===== src/rtl/ps2_kbd_tx.sv =====
// ps2_kbd_tx: device-side PS/2 transmitter (keyboard model) with an 8-deep scan-code FIFO.
// Serialises each byte as an 11-bit frame {stop, odd parity, data[7:0], start}, bit0 first.
// The PS/2 clock is derived from the system clock, and the host clock-inhibit is honoured.
// Ports:
//   clock, resetn          system clock, synchronous active-low reset
//   in_valid/in_data       scan-code byte offered; taken when in_valid & in_ready
//   in_ready               FIFO not full
//   ps2_clk_o/ps2_dat_o    line drive levels (1 = released)
//   ps2_clk_i              sensed PS/2 clock line (asynchronous)
//   busy                   frame or inter-frame gap in progress
//   fifo_count             bytes buffered, including the byte being sent
//   abort_pulse            one-cycle pulse when the host inhibit aborts a frame
module ps2_kbd_tx #(
    parameter int CLK_DIV  = 50,
    parameter int FIFO_AW  = 3,
    parameter int IDLE_GAP = 100
) (
    input  logic             clock,
    input  logic             resetn,
    input  logic             in_valid,
    input  logic [7:0]       in_data,
    output logic             in_ready,
    output logic             ps2_clk_o,
    output logic             ps2_dat_o,
    input  logic             ps2_clk_i,
    output logic             busy,
    output logic [FIFO_AW:0] fifo_count,
    output logic             abort_pulse
);
    localparam int DEPTH = 1 << FIFO_AW;
    localparam int DW = $clog2(CLK_DIV);
    localparam int GW = $clog2(IDLE_GAP + 1);
    localparam logic [DW-1:0] DIV_MAX = DW'(CLK_DIV - 1);
    localparam logic [GW-1:0] GAP_INIT = GW'(IDLE_GAP);

    typedef enum logic [2:0] {IDLE, SETUP, HIGH, LOW, GAP} state_t;

    logic [7:0]         mem_q [DEPTH];
    logic [FIFO_AW-1:0] wr_q, rd_q;
    logic [FIFO_AW:0]   cnt_q;
    logic [1:0]         sync_q;
    logic               clk_s, push, pop;
    logic [7:0]         head;
    state_t             state_q, state_d;
    logic [DW-1:0]      div_q, div_d;
    logic [GW-1:0]      gap_q, gap_d;
    logic [3:0]         bit_q, bit_d;
    logic [10:0]        sh_q, sh_d;
    logic               clk_q, clk_d, dat_q, dat_d, abort_q, abort_d;

    assign clk_s       = sync_q[1];
    assign in_ready    = cnt_q != (FIFO_AW+1)'(DEPTH);
    assign push        = in_valid & in_ready;
    assign head        = mem_q[rd_q];
    assign fifo_count  = cnt_q;
    assign busy        = state_q != IDLE;
    assign ps2_clk_o   = clk_q;
    assign ps2_dat_o   = dat_q;
    assign abort_pulse = abort_q;

    always_ff @(posedge clock)
        if (push) mem_q[wr_q] <= in_data;

    always_ff @(posedge clock) begin
        if (!resetn) begin
            wr_q   <= '0;
            rd_q   <= '0;
            cnt_q  <= '0;
            sync_q <= 2'b11;
        end else begin
            sync_q <= {sync_q[0], ps2_clk_i};
            wr_q   <= wr_q + FIFO_AW'(push);
            rd_q   <= rd_q + FIFO_AW'(pop);
            cnt_q  <= cnt_q + (FIFO_AW+1)'(push) - (FIFO_AW+1)'(pop);
        end
    end

    always_ff @(posedge clock) begin
        if (!resetn) begin
            state_q <= IDLE;
            div_q   <= '0;
            gap_q   <= GAP_INIT;
            bit_q   <= '0;
            sh_q    <= '1;
            clk_q   <= 1'b1;
            dat_q   <= 1'b1;
            abort_q <= 1'b0;
        end else begin
            state_q <= state_d;
            div_q   <= div_d;
            gap_q   <= gap_d;
            bit_q   <= bit_d;
            sh_q    <= sh_d;
            clk_q   <= clk_d;
            dat_q   <= dat_d;
            abort_q <= abort_d;
        end
    end

    always_comb begin
        state_d = state_q;
        div_d   = div_q;
        gap_d   = gap_q;
        bit_d   = bit_q;
        sh_d    = sh_q;
        clk_d   = clk_q;
        dat_d   = dat_q;
        abort_d = 1'b0;
        pop     = 1'b0;
        case (state_q)
            IDLE: begin
                if (!clk_s) gap_d = GAP_INIT;
                else if (gap_q != '0) gap_d = gap_q - 1'b1;
                else if (cnt_q != '0) begin
                    sh_d    = {1'b1, ~^head, head, 1'b0};
                    dat_d   = 1'b0;
                    div_d   = '0;
                    bit_d   = '0;
                    state_d = SETUP;
                end
            end
            SETUP, HIGH: begin
                // The synchroniser lags two cycles, so the sensed line only reflects our own
                // released clock from the third high cycle onward.
                if (div_q >= DW'(2) && !clk_s) begin
                    clk_d   = 1'b1;
                    dat_d   = 1'b1;
                    abort_d = 1'b1;
                    gap_d   = GAP_INIT;
                    state_d = GAP;
                end else if (div_q == DIV_MAX) begin
                    clk_d   = 1'b0;
                    div_d   = '0;
                    state_d = LOW;
                end else div_d = div_q + 1'b1;
            end
            LOW: begin
                if (div_q == DIV_MAX) begin
                    clk_d = 1'b1;
                    div_d = '0;
                    if (bit_q == 4'd10) begin
                        dat_d   = 1'b1;
                        pop     = 1'b1;
                        gap_d   = GAP_INIT;
                        state_d = GAP;
                    end else begin
                        bit_d   = bit_q + 1'b1;
                        sh_d    = sh_q >> 1;
                        dat_d   = sh_q[1];
                        state_d = HIGH;
                    end
                end else div_d = div_q + 1'b1;
            end
            GAP: begin
                if (!clk_s) gap_d = GAP_INIT;
                else if (gap_q == '0) state_d = IDLE;
                else gap_d = gap_q - 1'b1;
            end
            default: state_d = IDLE;
        endcase
    end
endmodule


===== config.mk =====
export PLATFORM = sky130hd
export DESIGN_NAME = ps2_kbd_tx
export DESIGN_NICKNAME = d
export VERILOG_FILES = /design/src/rtl/ps2_kbd_tx.sv
export SDC_FILE = /design/constraint.sdc
export NUM_CORES = 1
export LEC_CHECK = 0
export BUFFER_PORTS_ARGS = -buffer_cell sky130_fd_sc_hd__buf_2
export CAP_MARGIN = 40
export CORE_UTILIZATION = 30
export DETAILED_ROUTE_END_ITERATION = 10
export PLACE_DENSITY = 0.55
export SYNTH_ARGS = -nofsm -noshare
export SYNTH_HDL_FRONTEND = slang
export SYNTH_SLANG_ARGS = --single-unit

===== constraint.sdc =====
create_clock -name clock -period 7.3 [get_ports clock]
set_input_delay 0.73 -clock clock [delete_from_list [all_inputs] [get_ports clock]]
set_output_delay 0.73 -clock clock [all_outputs]
set_load 0.01 [all_outputs]

* Yosys cells after proc, flatten, opt, wreduce, memory -nomap -nowiden
Memories as Yosys holds them, arrays and structs flattened. A register that Yosys moved wholly into a read port is not among the register bits. Cells that the tools add are included.
Word-level totals: register bits after elaboration 46, RAM bits 64, input bits 12, output and inout bits 9, word-level logic and storage cells 116, memories kept 1
Cells by class: add/subtract/negate cells 7, magnitude comparators 1, equal/unequal tests 20, mux-type cells 54, bitwise operators 1, reductions and logical operators 20
Memories:
- mem_q | words 8, width 8, rd ports 1, clocked after memory_dff 1, wr ports 1, line 38 | logic [7:0] mem_q [DEPTH];
Operators by type and width (number):
- $mux W11 | 5
- $mux W7 | 7
- $mux W3 | 10
- $mux W6 | 5
- $pmux W7 S4 | 1
- $pmux W11 S2 | 1
- $mux W4 | 5
- $ne A2 B2 Y1 const B | 10
- $pmux W6 S3 | 1
- $reduce_and A6 Y1 | 3
- $mux W1 | 15
- $pmux W3 S4 | 1
- $ne A3 B3 Y1 const B | 3
- $pmux W4 S2 | 1
- $reduce_bool A4 Y1 | 2
- $reduce_xnor A8 Y1 | 1
- $logic_not A7 Y1 | 1
- $reduce_and A7 Y1 | 1
- $reduce_bool A7 Y1 | 1
- $sub A7 B1 Y7 const B | 1
- $add A3 B1 Y3 | 2
- $add A6 B1 Y6 const B | 1
- $eq A3 B2 Y1 const B | 2
- $eq A6 B6 Y1 const B | 1
- 20 further kinds | 22

* Longest topological paths before layout
depth after elaboration 6, mapped depth 12

* Worst setup path before layout
No wires, ideal clock.
kind reg-to-reg, from reg state_q[0], to reg cnt_q[2], in the netlist fifo_count[2], library setup time 0.128 ns, data arrival time 2.308 ns, setup slack 4.865 ns, cell stages (with the launch flop) 12, buffers on the path 2, clock period less this slack 2.435 ns, path through dfxtp_1 buf_1 nand3_1 clkbuf_1 nor3_1 ha_1 inv_1 ha_1 inv_1 fa_1 xor2_1 nor2_1
Between the ends: longest elaborated chain between the ends 3
Ends and longest elaborated chain:
- start, declared | line 44 | state_t state_q, state_d;
- start signal, assigned | line 89 | state_q <= state_d;
- $eq A3 B2 Y1 | line 110 | case (state_q)
- $mux W1 | line 110
- $sub A4 B1 Y4 | line 74 | cnt_q <= cnt_q + (FIFO_AW+1)'(push) - (FIFO_AW+1)'(pop);
- end signal, assigned | line 74
- end, declared | line 40 | logic [FIFO_AW:0] cnt_q;
Every way passes these cells. A chain may end at the register's enable or synchronous reset.

* Worst setup path after layout
from reg state_q[2], to reg cnt_q[2], in the netlist fifo_count[2]
Same word-level chain as after synthesis.

==> metrics <==
status=completed; Initial Util=31.0%; Avg Inst Size Synth=between 10 and 15 sq um; first-pass GRT wire length=roughly 16000 microns; Crit Reg-Reg Endpoint=fifo_count[2]; Post-synth EDFFs=64; top cells by area, synth=edfxtp_1 39%, dfxtp_1 18%, mux4_1 8.5%; Syn Inst Count=399; FF+latch count, synth=109; Syn Nets=429; Async S/R FF share, synth=0%; DRC=0; Hold Startpoint=sync_q[0]; flop2flop setup slack=4210 ps; clock slew at reported path FFs=80 ps; area of the core=16000 sq um; Die H=between 100 and 150 microns; die width=131 microns; Final Wtd Congestion=0.874; vias in the first global route=between 3000 and 4000; fin crit share=a little over two fifths; area share of the largest cell type after synthesis=about two fifths; Hold Violations, Final=0; # rows=46; max frequency=0.324 GHz; Power per Cell Area=approximately 300 nW/um^2; Seq/Total Area, Yosys=57.0%; global route overflow=0; ys flop type=edfxtp_1; Avg WL per Cell=14.9 microns; final setup TNS=0 ps; drt initial violations=205; CP endpoint kind=flop; Post-CTS Setup Repair Bufs=0; Clock Tree Root=clkbuf_16; hold path cells=1; Clock Latency Late Sink=350 ps; ANT nets after route=0; ant diodes=0; pre-CTS worst setup slack=4250 ps; CTS tree=built; Cell variety after synth=54; Slew Viols, Final=0; R2R cell count=10; DR vias/cell=4.79; Worst EP required=7520 ps; Static Leak=2.06 nW; Critical Path AT=roughly 3300 ps; total CTS buffers=9; worst vdd ir=0.140 mV; Hold Path End=sync_q[1]; Layout area overhead=14.1%; nets=454; Yosys warnings=0; largest net degree at the start of global routing=26; detailed-placement wirelength estimate=about 6700 microns; die area=17000 sq um; critical-path maximum fanout=24; Non-Filler Instances=645; initial antenna violation count=0; Hold Path Class=flop to flop; WS Path Type=flop to flop; PostCTS Resize Cnt=0; Min Hold Slack=438 ps; worst-case clock buffer depth=2; relative slew slack=~47%; layout cells sized above 1=13.1%; clk sinks=109; Slew @ Worst Pin=797 ps; Top Ports=21; final setup margin=between 4000 and 5000 ps; final setup fails=0; total track usage=12.4%; H-tree Lvls=3; post-layout min period=3090 ps; Setup Skew=12.3 ps; CP Launch Type=flop; routed wire length=9610 microns; synthesized area=4950 sq um; Max Cap Viol=0; Hold-fix buffers, CTS=0; r2r startpoint=state_q[2]; first drt pass iteration count=4; Util after Layout=between 30% and 40%; # port buffers=20; RSZ-0062 raised after global routing=no; Synth area leader=edfxtp_1; routed via count=a little over 3000; DP Cell Count=629
-- power breakdown --
| group | internal [mW] | total (mW) | switching [mW] |
|---|---|---|---|
| Sequential | 0.703 | 0.748 | 0.0451 |
| Combinational | 0.165 | 0.415 | 0.250 |
| Clock | 0.281 | 0.526 | 0.245 |
| Total | 1.15 | 1.69 | 0.541 |
-- cells by family (layout without fill, tap and decap cells) --
family | count (synthesis) | after routing | share of synthesized area (%)
AO/OA/AOI/OAI | 65 | 65 | 8.54
buffers and inverters | 34 | 64 | 3.51
adder cells (fa/ha/maj) | 18 | 18 | 4.70
XOR/XNOR | 17 | 17 | 3.16
AND/OR/NAND/NOR | 129 | 129 | 12.4
multiplexers | 27 | 27 | 10.8
flip-flops | 109 | 109 | 57.0
-- metrics by stage --
step                power (mW)  instance area (sq um)
finish                    1.69                   5660
CTS                       1.71                   5660
floorplan                 1.06                   4950
detailed placement        1.18                   5330
global placement          1.16                   5240
global route              1.79                   5660
-- area by class of cell --
type / count / area [sq um]
sequential: 109 / 2820
clock inverter: 7 / 105
clock buffer: 9 / 225
fill: 1603 / 10300
multi-input combinational: 256 / 1970
inverter: 18 / 67.6
tap: 216 / 270
timing repair buffer: 30 / 190
-- critical path, stage by stage (launching register included) --
cell,delay (ps)
dfxtp_1,430
inv_1,220
nand3_1,600
nor3_1,580
ha_1,300
inv_1,60
ha_1,150
inv_1,60
fa_1,380
xor2_1,130
nor2_1,50
-- worst max-delay path by stage --
stage	startpoint	to	slack [ps]
global route	state_q[2]	fifo_count[2]	3910
detailed placement	state_q[2]	fifo_count[2]	4250
floorplan	state_q[0]	fifo_count[2]	4860
global placement	state_q[2]	fifo_count[2]	4380
finish	state_q[2]	fifo_count[2]	4210
CTS	state_q[2]	fifo_count[2]	4230
-- cells in the final DEF (no fill, tap or decap), types with 2 or more instances in the layout --
cell / count
buf_4: 8
and3b_1: 2
dfxtp_1: 45
mux2_2: 2
o211ai_1: 11
nor2_1: 39
xor2_1: 6
nand3b_1: 2
nand4_1: 2
nand2b_1: 6
buf_8: 2
or3_1: 2
and3_1: 5
a21oi_1: 15
inv_8: 3
buf_2: 20
mux2i_1: 9
nor4_1: 2
inv_1: 18
ha_1: 17
nor4b_1: 2
nor3_1: 8
o21ai_0: 20
xnor2_1: 10
or2_2: 2
edfxtp_1: 64
clkinv_8: 2
a311oi_1: 2
and2_1: 7
nor3_2: 2
clkbuf_16: 9
nand3_1: 8
o31a_1: 2
mux4_1: 16
nand2_1: 37
-- synth_stat cells, types with 2 or more instances --
| master | number |
|---|---|
| mux2_2 | 2 |
| and3_1 | 5 |
| nand3b_1 | 2 |
| and2_1 | 7 |
| dfxtp_1 | 45 |
| nor3_1 | 10 |
| clkbuf_8 | 2 |
| xor2_1 | 6 |
| nand2_1 | 37 |
| nand4_1 | 2 |
| o211ai_1 | 11 |
| nor4b_1 | 2 |
| mux4_1 | 16 |
| nor2_1 | 39 |
| o21ai_0 | 20 |
| edfxtp_1 | 64 |
| a311oi_1 | 2 |
| ha_1 | 17 |
| buf_2 | 2 |
| inv_1 | 18 |
| xnor2_1 | 10 |
| mux2i_1 | 9 |
| nand2b_1 | 6 |
| o31a_1 | 2 |
| nand3_1 | 8 |
| a21oi_1 | 15 |
| clkbuf_1 | 9 |
| nor4_1 | 2 |
| or2_2 | 2 |
| or3_1 | 2 |
| and3b_1 | 2 |
-- state kept, by name, summed over array words and instances (netlist names), 4 cells and up --
register    cells
mem_q          64
div_q           6
bit_q           4
sh_q           10
fifo_count      4
gap_q           7
-- per-layer routing --
metal  global-route usage, %  wire, microns
met5                       0              0
met4                    4.33            113
met2                    21.8           4900
met3                    2.97            358
met1                    14.8           4240
No activity file was read; power rests on OpenSTA's default activity.
